## src/rtl/music_player.sv

```systemverilog
// -----------------------------------------------------------------------------
// music_player
//   Melody sequencer and square-wave tone generator. Walks the 64-entry
//   registered melody ROM one address per beat. Latches the returned note
//   index and drives the piezo buzzer with a square wave of matching pitch.
//   Each beat ends with a short silent gap, so repeated notes are heard
//   as separate notes.
//
// Ports
//   clk      in   1  system clock, rising edge
//   rst_n    in   1  asynchronous active-low reset
//   start    in   1  pulse: begin playback from ROM address 0
//   stop     in   1  pulse: abort playback (wins over a simultaneous start)
//   pause    in   1  level: freeze beat/tone counters, buzzer silent
//   loop_en  in   1  level: wrap 63->0 instead of finishing
//   music    in   5  note index from the ROM, one clk behind cnt
//   cnt      out  6  ROM address of the current beat
//   beep     out  1  buzzer drive
//   playing  out  1  high while in PLAY (also while paused)
//   done     out  1  one-cycle pulse when the last beat ends without looping
// -----------------------------------------------------------------------------
module music_player #(
    parameter int CLK_HZ      = 50_000_000,
    parameter int BEAT_CYCLES = 12_500_000,
    parameter int GAP_CYCLES  = 500_000
) (
    input  logic       clk,
    input  logic       rst_n,
    input  logic       start,
    input  logic       stop,
    input  logic       pause,
    input  logic       loop_en,
    input  logic [4:0] music,
    output logic [5:0] cnt,
    output logic       beep,
    output logic       playing,
    output logic       done
);

    localparam int BW = (BEAT_CYCLES > 1) ? $clog2(BEAT_CYCLES) : 1;
    // Sized for the lowest note (262 Hz), which has the longest half-period.
    localparam int TW = $clog2(CLK_HZ / (2 * 262) + 1);

    localparam logic [BW-1:0] BEAT_LAST = BW'(BEAT_CYCLES - 1);
    // Last beat position at which the tone is still audible.
    localparam logic [BW-1:0] GATE_LAST = BW'(BEAT_CYCLES - GAP_CYCLES - 1);
    localparam logic [5:0]    LAST_ADDR = 6'd63;

    typedef enum logic {
        IDLE,
        PLAY
    } state_t;

    state_t        state;
    logic [BW-1:0] beat_cnt;
    logic [TW-1:0] tone_cnt;
    logic [TW-1:0] half_per;

    // Note index to half-period lookup. Each entry is a constant expression
    // of CLK_HZ, so the table folds to constants at elaboration.
    // Index 0 and 22..31 are rests.
    function automatic logic [TW-1:0] half_period(input logic [4:0] idx);
        logic [TW-1:0] hp;
        case (idx)
            5'd1:    hp = TW'(CLK_HZ / (2 * 262));
            5'd2:    hp = TW'(CLK_HZ / (2 * 294));
            5'd3:    hp = TW'(CLK_HZ / (2 * 330));
            5'd4:    hp = TW'(CLK_HZ / (2 * 349));
            5'd5:    hp = TW'(CLK_HZ / (2 * 392));
            5'd6:    hp = TW'(CLK_HZ / (2 * 440));
            5'd7:    hp = TW'(CLK_HZ / (2 * 494));
            5'd8:    hp = TW'(CLK_HZ / (2 * 523));
            5'd9:    hp = TW'(CLK_HZ / (2 * 587));
            5'd10:   hp = TW'(CLK_HZ / (2 * 659));
            5'd11:   hp = TW'(CLK_HZ / (2 * 698));
            5'd12:   hp = TW'(CLK_HZ / (2 * 784));
            5'd13:   hp = TW'(CLK_HZ / (2 * 880));
            5'd14:   hp = TW'(CLK_HZ / (2 * 988));
            5'd15:   hp = TW'(CLK_HZ / (2 * 1047));
            5'd16:   hp = TW'(CLK_HZ / (2 * 1175));
            5'd17:   hp = TW'(CLK_HZ / (2 * 1319));
            5'd18:   hp = TW'(CLK_HZ / (2 * 1397));
            5'd19:   hp = TW'(CLK_HZ / (2 * 1568));
            5'd20:   hp = TW'(CLK_HZ / (2 * 1760));
            5'd21:   hp = TW'(CLK_HZ / (2 * 1976));
            default: hp = '0;
        endcase
        return hp;
    endfunction

    // Sequencer FSM plus tone generator. All outputs are registered.
    // The tone gate is evaluated on the beat position the counter is about
    // to take, so a registered beep is 0 exactly when the registered
    // beat_cnt is outside the audible window.
    // The note is latched on the edge where beat_cnt==1: cnt moved at beat
    // position 0 and the registered ROM needs one more edge before music
    // is valid.
    always_ff @(posedge clk or negedge rst_n) begin
        if (!rst_n) begin
            state    <= IDLE;
            cnt      <= '0;
            beat_cnt <= '0;
            tone_cnt <= '0;
            half_per <= '0;
            beep     <= 1'b0;
            playing  <= 1'b0;
            done     <= 1'b0;
        end else begin
            done <= 1'b0;
            case (state)
                IDLE: begin
                    beep     <= 1'b0;
                    tone_cnt <= '0;
                    if (start && !stop) begin
                        state    <= PLAY;
                        playing  <= 1'b1;
                        cnt      <= '0;
                        beat_cnt <= '0;
                    end
                end

                PLAY: begin
                    if (stop) begin
                        state    <= IDLE;
                        playing  <= 1'b0;
                        beep     <= 1'b0;
                        tone_cnt <= '0;
                        beat_cnt <= '0;
                    end else if (pause) begin
                        beep <= 1'b0;
                    end else if (beat_cnt == BEAT_LAST) begin
                        beat_cnt <= '0;
                        beep     <= 1'b0;
                        tone_cnt <= '0;
                        if (cnt != LAST_ADDR) begin
                            cnt <= cnt + 6'd1;
                        end else if (loop_en) begin
                            cnt <= '0;
                        end else begin
                            state   <= IDLE;
                            playing <= 1'b0;
                            done    <= 1'b1;
                        end
                    end else begin
                        beat_cnt <= beat_cnt + BW'(1);
                        if (beat_cnt == BW'(1)) begin
                            half_per <= half_period(music);
                            tone_cnt <= '0;
                            beep     <= 1'b0;
                        end else if (beat_cnt >= BW'(2) && beat_cnt < GATE_LAST &&
                                     half_per != '0) begin
                            if (tone_cnt == half_per - TW'(1)) begin
                                tone_cnt <= '0;
                                beep     <= ~beep;
                            end else begin
                                tone_cnt <= tone_cnt + TW'(1);
                            end
                        end else begin
                            tone_cnt <= '0;
                            beep     <= 1'b0;
                        end
                    end
                end

                default: begin
                    state   <= IDLE;
                    playing <= 1'b0;
                    beep    <= 1'b0;
                end
            endcase
        end
    end

endmodule

```

## config.mk

```make
export PLATFORM = sky130hd
export DESIGN_NAME = music_player
export DESIGN_NICKNAME = d
export VERILOG_FILES = /design/src/rtl/music_player.sv
export SDC_FILE = /design/constraint.sdc
export NUM_CORES = 1
export LEC_CHECK = 0
export BUFFER_PORTS_ARGS = -buffer_cell sky130_fd_sc_hd__buf_2
export CORE_ASPECT_RATIO = 0.5
export CORE_MARGIN = 8
export CORE_UTILIZATION = 57
export DETAILED_ROUTE_END_ITERATION = 7
export GPL_TIMING_DRIVEN = 0
export PLACE_DENSITY = 0.77
export SLEW_MARGIN = 0
export SYNTH_ARGS = -nofsm -noshare
export SYNTH_HDL_FRONTEND = slang
export SYNTH_SLANG_ARGS = --single-unit
```

## constraint.sdc

```tcl
create_clock -name clk -period 2.7 [get_ports clk]
set_input_delay 0.27 -clock clk [delete_from_list [all_inputs] [get_ports clk]]
set_output_delay 0.27 -clock clk [all_outputs]
set_load 0.03 [all_outputs]
```

==> metrics.md, run 1 <==
| Metric | Value |
|---|---|
| Crit share post-route | `108%` |
| Met3 WL | `741 um` |
| IO buf count | `19` |
| Total Routed Length | `12500 um` |
| Int Pwr | `0.00206 W` |
| Unique masters post-synth | `65` |
| Crit-path max FO | `3` |
| Initial antenna violation count | `0` |
| Ports | `20` |
| CTS Sinks | `68` |
| RSZ-0062 raised after global routing | `true` |
| GRT overflow | `0` |
| Drt first pass iters | `5` |
| Clk pwr share | `35.9%` |
| Sw frac | `31.6%` |
| Reg power frac | `38.3%` |
| FF+latch area | `0.00171 mm^2` |
| Core Area | `0.00814 mm^2` |
| Share of the synthesized area in the top cell type | `34.9%` |
| Top Layer Used | `met4` |
| Setup crit start | `half_per[3]` |
| Clk buf depth | `2` |
| CTS clk-pin slew, worst paths | `0.05 ns` |
| Post-synth top area cell | `dfrtp_1` |
| Outcome | `complete, but fails checks` |
| R2R Setup Slk | `-0.22 ns` |
| Post-synthesis mux area share | `2.95%` |
| Hold-fix buffers at CTS | `0` |
| Cells after DPL | `735` |
| Drt initial violations | `284` |
| Met2 wire len | `5830 um` |
| Ys flop type | `dfrtp_1` |
| Ys Warns | `0` |
| Register area share after synthesis | `34.9%` |
| Max-slew violation count | `0` |
| Main combinational cell family by area after synthesis | `simple AND/OR/NAND/NOR gates` |
| Final WS setup | `-0.224 ns` |
| Cell area after synthesis | `0.00487 mm^2` |
| M1 WL | `5610 um` |
| Max Freq | `0.342 GHz` |
| EDFF count, synth | `0` |
| CTS Buf Count | `9` |
| Commonest cells after routing, fill and taps aside | `dfrtp_1, nand2_1, nor2_1` |
| Fin Clk Skew | `0.00681 ns` |
| Synth async-reset ratio | `100%` |
| Required @ worst endpoint | `2.92 ns` |
| Most common cell after layout, fill and taps aside | `dfrtp_1` |
| First-pass GRT wire length | `21500 um` |
| Synth Area in Adders | `4.57%` |
| Via count | `4724` |
| Starting Density | `59.8%` |
| Synth Area in XOR/XNOR | `5.93%` |
| Die area | `0.0119 mm^2` |
| CP Capture Type | `flop` |
| R2R depth | `11` |
| Max-cap violation count | `0` |
| Die X | `147 um` |
| Post-Route Setup TNS | `-3.07 ns` |
| Layout cell share with drive strength beyond 1 | `14.9%` |
| Pin count of the biggest net entering global routing | `69` |
| DRT antenna net count | `0` |
| CTS H-tree lvls | `3` |
| Diode count | `0` |
| Hold Worst Slack | `0.0386 ns` |
| Tot Pwr | `0.00301 W` |
| Fillcell total | `656` |
| Leakage | `2.44 nW` |
| Final nets | `674` |
| Synthesis-stage register bit count | `68` |
| Slew headroom | `43.6%` |
| Comb pwr share | `25.8%` |
| CTS tree | `built` |
| Top post-synthesis cells by area | `dfrtp_1, o21ai_0, nand2_1` |
| Avg Cell Area, Syn | `8.07 um^2` |
| Kind of critical path | `reg2reg` |
| P&R area growth vs syn | `15.3%` |
| Clk Latency, worst-skew pair | `0.34 ns` |
| Area taken by multi-input logic gates | `0.00301 mm^2` |
| Average wire per standard cell | `16.3 um` |
| # DRC | `0` |
| Setup-failing EPs final | `17` |
| Sw Pwr | `0.000952 W` |
| Failing checks | `setup timing` |
| CP arrival | `3.14 ns` |
| Final core utilization | `69.0%` |
| Peak VDD IR | `0.378 mV` |
| Minimum clock period | `2.92 ns` |
| Slew @ Worst Pin | `0.846 ns` |
| Syn_nets | `632` |
| Number of global-route vias before repair | `4429` |
| Avg Vias per Cell | `6.19` |
| DP HPWL | `8670 um` |
| Post-synthesis compound-gate area fraction | `19.5%` |
| Fin. Hold Viols | `0` |
| Worst R2R Start | `half_per[3]` |
| Synthesized instance count | `604` |
| Reg-to-reg endpoint | `tone_cnt[8]` |
| CP startpoint kind | `flop` |
| Gp weighted congestion | `0.981` |
| Post-Layout Cell Count | `763` |
| Total GRT Usage | `21.8%` |
| Hold Path Class | `in2async` |
| Pwr Density | `537 mW/mm^2` |
| Clk root buf | `clkbuf_16` |
| Post-synthesis simple-gate area fraction | `26.5%` |
| Row count | `23` |
| Die Ht | `81.4 um` |
## layout make-up
| cell class | count | area share, % |
|---|---|---|
| clock inverter | 4 | 0.446 |
| inverter | 26 | 1.74 |
| sequential | 68 | 30.4 |
| timing repair buffer | 34 | 3.70 |
| multi-input combinational | 472 | 53.7 |
| clock buffer | 12 | 4.39 |
| tap | 112 | 2.49 |
| buffer | 35 | 3.21 |
## power by group through the flow
stage	sequential [W]	clock (W)	combinational [W]
after floorplan	0.00116	0	0.000549
after global placement	0.00116	0	0.000708
after detailed placement	0.00117	0	0.000726
after CTS	0.00115	0.00109	0.000757
after global routing	0.00117	0.00115	0.000856
final	0.00115	0.00108	0.000779
## per-layer routing
metal | global-route usage (%) | up-vias
li1 | - | 2268
met1 | 26.6 | 2244
met2 | 37.3 | 183
met3 | 5.27 | 29
met4 | 8.56 | 0
met5 | 0 | -
## stage by stage
step           worst slack [ns]  instance area [um^2]
6_report                 -0.224                  5620
5_1_grt                  -0.338                  5620
4_1_cts                  -0.230                  5540
3_5_place_dp             -0.599                  5160
3_3_place_gp             -0.599                  5160
2_1_floorplan            -0.154                  4920
## synthesized netlist by cell type, drive strengths merged (11+ instances only)
master / n
a21oi: 37
and3: 17
clkbuf: 30
dfrtp: 68
ha: 17
inv: 24
mux2i: 11
nand2: 63
nand3: 31
nand4: 14
nor2: 60
nor3: 19
o21ai: 51
xnor2: 11
xor2: 22
## how the worst max path moves through the flow
stage | to | cells after the start
detailed placement | half_per[3] | 8
global placement | half_per[16] | 9
CTS | tone_cnt[15] | 10
finish | tone_cnt[8] | 11
global route | tone_cnt[8] | 12
floorplan | tone_cnt[15] | 11
## repair_timing
| action | CTS | global route |
|---|---|---|
| resized for setup | 10 | 16 |
| pin swaps | 8 | 7 |
| setup buffers | 11 | 3 |
| endpoints found under the setup margin | 62 | 57 |
| cloned | 1 | 0 |
## state kept, by name, indices dropped and copies added (netlist names)
name and cells:
beat_cnt 24, half_per 17, tone_cnt 17, cnt 6, beep 1, done 1
playing 1, state 1
## worst max-delay path, cell delays in order, from the launching register on
cell and delay (ns):
dfrtp_1 0.37, buf_6 0.11, or4_4 0.57, buf_4 0.16, or4_1 0.52, o2111ai_1 0.11
nor2_1 0.11, a31oi_2 0.19, a21oi_2 0.11, buf_4 0.15, and3_4 0.15, a221o_1 0.25
## cell families (layout without fill, tap and decap cells)
logic type | Yosys count | in the layout
buffers and inverters | 64 | 111
multiplexers | 14 | 14
AO/OA/AOI/OAI | 152 | 152
flip-flops | 68 | 68
AND/OR/NAND/NOR | 255 | 255
adder cells (fa/ha/maj) | 18 | 18
XOR/XNOR | 33 | 33
Power figures use the tool's default switching activity.
==> run 2: changes to the inputs <==
--- a/config.mk
+++ b/config.mk
@@ -5,6 +5,7 @@
 export SDC_FILE = /design/constraint.sdc
 export NUM_CORES = 1
 export LEC_CHECK = 0
+export ABC_AREA = 1
 export BUFFER_PORTS_ARGS = -buffer_cell sky130_fd_sc_hd__buf_2
 export CORE_ASPECT_RATIO = 0.5
 export CORE_MARGIN = 8
==> constraint.sdc (replaced) <==
create_clock -name clk -period 2.7 [get_ports clk]
set_input_delay 0.27 -clock clk [delete_from_list [all_inputs] [get_ports clk]]
set_output_delay 0.27 -clock clk [all_outputs]
set_load 0.02 [all_outputs]
==> run 2 against run 1 <==
  * The flow now finishes without violations
  * Combinational power up 86%
  * Via count up 12%
  * First-iteration DRC count up 140%
  * Synthesized area up 8.9%
  * Sequential share of layout area down 1.3 points
  * Register-to-register slack better by 0.44 ns
  * Critical path depth down 3
  * Synthesized cell count up 26%
  * Cell count up 20%
  * Count of clock-buffer cells in the layout down 2
  * Wire length up 23%
  * Die area up 7.5%
  * Critical path type unchanged
  * Largest cell class unchanged
  * Highest routed layer unchanged
==> metrics.md, run 2 <==
| Metric | Value |
|---|---|
| Outcome | `completed` |
| R2R Setup Slk | `0.22 ns` |
| Kind of critical path | `reg2reg` |
| Layout cell share with drive strength beyond 1 | `14.8%` |
| Synth Area in Adders | `4.01%` |
| Int Pwr | `0.00240 W` |
| DRT antenna net count | `0` |
| Ys flop type | `dfrtp_1` |
| Fin. Hold Viols | `0` |
| Slew @ Worst Pin | `0.930 ns` |
| Minimum clock period | `2.48 ns` |
| Max-cap violation count | `0` |
| Max FFs per register | `24` |
| P&R area growth vs syn | `10.4%` |
| DP HPWL | `11900 um` |
| Total GRT Usage | `24.2%` |
| Most frequent cell after synthesis | `nand2_1` |
| CP max stage delay | `0.71 ns` |
| Share of the synthesized area in the top cell type | `32.1%` |
| Syn_nets | `788` |
| Starting Density | `57.5%` |
| Initial antenna violation count | `0` |
| Sw Pwr | `0.00161 W` |
| Fillcell total | `809` |
| Hold-fix buffers at CTS | `0` |
| R2R depth | `8` |
| Commonest cells after routing, fill and taps aside | `nand2_1, inv_1, nor2_1` |
| CTS Buf Count | `9` |
| CP startpoint kind | `flop` |
| CP arrival | `2.70 ns` |
| Crit path cell chain | `ha_1, nand3_1, nor2_1, nand2_1, nor4_1, nand3_1, nor2_1, nor2_1` |
| CTS H-tree lvls | `3` |
| Post-synthesis simple-gate area fraction | `36.6%` |
| Core Area | `0.00923 mm^2` |
| # DRC | `0` |
| Top post-synthesis cells by area | `dfrtp_1, nand2_1, inv_1` |
| Leakage | `2.80 nW` |
| Cell area after synthesis | `0.00530 mm^2` |
| Top Registers | `beat_cnt: 24 flops, half_per: 17 flops, tone_cnt: 17 flops` |
| Crit share post-route | `91.9%` |
| First-pass GRT wire length | `25000 um` |
| Gp weighted congestion | `0.961` |
| Post-CTS Setup Repair Bufs | `0` |
| Post-synthesis mux area share | `0%` |
| Synthesis-stage register bit count | `68` |
| # resized after CTS | `0` |
| Synth top cells by count | `nand2_1, inv_1, nor2_1, dfrtp_1, nand3_1` |
| Reg-to-reg endpoint | `beat_cnt[22]` |
| CTS tree | `built` |
| Pwr Density | `684 mW/mm^2` |
| Main combinational cell family by area after synthesis | `simple AND/OR/NAND/NOR gates` |
| Max Freq | `0.403 GHz` |
| Required @ worst endpoint | `2.92 ns` |
| Ys Warns | `0` |
| Die X | `152 um` |
| Hold Worst Slack | `0.0364 ns` |
| IO buf count | `19` |
| Hold Path Class | `in2async` |
| Diode count | `0` |
| Worst R2R Start | `beat_cnt[1]` |
| Synth async-reset ratio | `100%` |
| Die Ht | `84.2 um` |
| CP dominant cell by count | `nor2_1` |
| Pin count of the biggest net entering global routing | `69` |
| GRT met2 Usage | `29.3%` |
| Clk buf depth | `2` |
| CP Capture Type | `flop` |
| Clk pwr share | `30.1%` |
| Number of global-route vias before repair | `4730` |
| Crit-path max FO | `5` |
| Average wire per standard cell | `16.8 um` |
| FF+latch area | `0.00170 mm^2` |
| Slew headroom | `37.5%` |
| Avg Cell Area, Syn | `6.98 um^2` |
| RSZ-0062 raised after global routing | `false` |
| Final WS setup | `0.219 ns` |
| Met1 usage | `39.6%` |
| GR peak layer | `met1` |
| Drt first pass iters | `6` |
| Setup-failing EPs final | `0` |
| Place WS | `0.362 ns` |
| Sw frac | `40.2%` |
| Synth Area in XOR/XNOR | `5.12%` |
| Via count | `5270` |
| Clk Latency, worst-skew pair | `0.33 ns` |
| Drt initial violations | `686` |
| Final nets | `818` |
| Comb pwr share | `36.3%` |
| Clk root buf | `clkbuf_16` |
| Post-Route Setup TNS | `0 ns` |
| Post-synthesis compound-gate area fraction | `12.9%` |
| EDFF count, synth | `0` |
| Final core utilization | `63.5%` |
| GRT overflow | `0` |
| Synthesized instance count | `760` |
| CTS clk-pin slew, worst paths | `0.06 ns` |
| Total Routed Length | `15400 um` |
| Die area | `0.0128 mm^2` |
| Register area share after synthesis | `32.1%` |
| Area taken by multi-input logic gates | `0.00311 mm^2` |
| Ports | `20` |
| Avg Vias per Cell | `5.75` |
| Row count | `25` |
| CTS Sinks | `68` |
| Post-synth top area cell | `dfrtp_1` |
| Reg power frac | `33.6%` |
| Fin Clk Skew | `0.00435 ns` |
| Reg with most FFs | `beat_cnt` |
| Peak VDD IR | `0.457 mV` |
| M3 GR Usage | `7.07%` |
| Most common cell after layout, fill and taps aside | `nand2_1` |
| CP max-delay cell | `nor4_1` |
| Max-slew violation count | `0` |
| Unique masters post-synth | `49` |
## run 2: changes by cell type after synthesis, moves of 16 or more
| cell | delta |
|---|---|
| nor2_1 | +16 |
| nor2_2 | +19 |
| o21ai_2 | +16 |
| and3_1 | -17 |
| nand2_1 | +128 |
| nand3_1 | +33 |
| inv_1 | +64 |
| clkbuf_1 | -27 |
## run 2: stage by stage
stage,cell area [um^2],power [W],instances
floorplan,5300,0.00243,760
global placement,5550,0.00274,900
detailed placement,5550,0.00278,900
CTS,5860,0.00399,916
global route,5860,0.00425,916
finish,5860,0.00401,916
## run 2: power by group through the flow
stage | logic [W] | clock network, W | registers [W]
3_3_place_gp | 0.00138 | 0 | 0.00135
4_1_cts | 0.00143 | 0.00122 | 0.00134
6_report | 0.00145 | 0.00121 | 0.00135
5_1_grt | 0.00163 | 0.00125 | 0.00137
3_5_place_dp | 0.00142 | 0 | 0.00136
2_1_floorplan | 0.00111 | 0 | 0.00132
## run 2: layout make-up
class	instances	area share, %
Inverter	98	6.28
Multi-Input combinational cell	576	53.2
Sequential cell	68	29.1
Tap cell	121	2.59
Clock buffer	10	4.08
Timing Repair Buffer	19	1.67
Clock inverter	6	1.09
Buffer	18	2.07
## run 2: layer usage
metal,vias up,wire (um)
met1,2441,8010
met3,16,1790
met2,284,5460
li1,2529,-
met4,0,127
met5,-,0
## run 2: kinds of logic after synthesis
| logic type | count (synthesis) |
|---|---|
| AOI/OAI and AO/OA | 112 |
| buffers and inverters | 116 |
| adders and majority gates | 17 |
| DFF | 68 |
| xor gates and xnor gates | 31 |
| and+or+nand+nor | 416 |
## run 2: worst max path at each step
| stage | to | from | depth (start not counted) | slack, ns |
|---|---|---|---|---|
| floorplan | tone_cnt[11] | half_per[0] | 12 | 0.78 |
| global placement | beat_cnt[22] | beat_cnt[1] | 8 | 0.36 |
| detailed placement | tone_cnt[13] | half_per[0] | 14 | 0.36 |
| CTS | tone_cnt[11] | half_per[0] | 14 | 0.35 |
| global route | beat_cnt[22] | beat_cnt[1] | 9 | 0.1 |
| finish | beat_cnt[22] | beat_cnt[1] | 8 | 0.22 |
## run 2: worst max-delay path, delay by kind of cell, from the launching register on
kind                     cells  cell delay (ns)
AND/OR/NAND/NOR              7             1.72
adder cells (fa/ha/maj)      1             0.23
flip-flops                   1             0.41
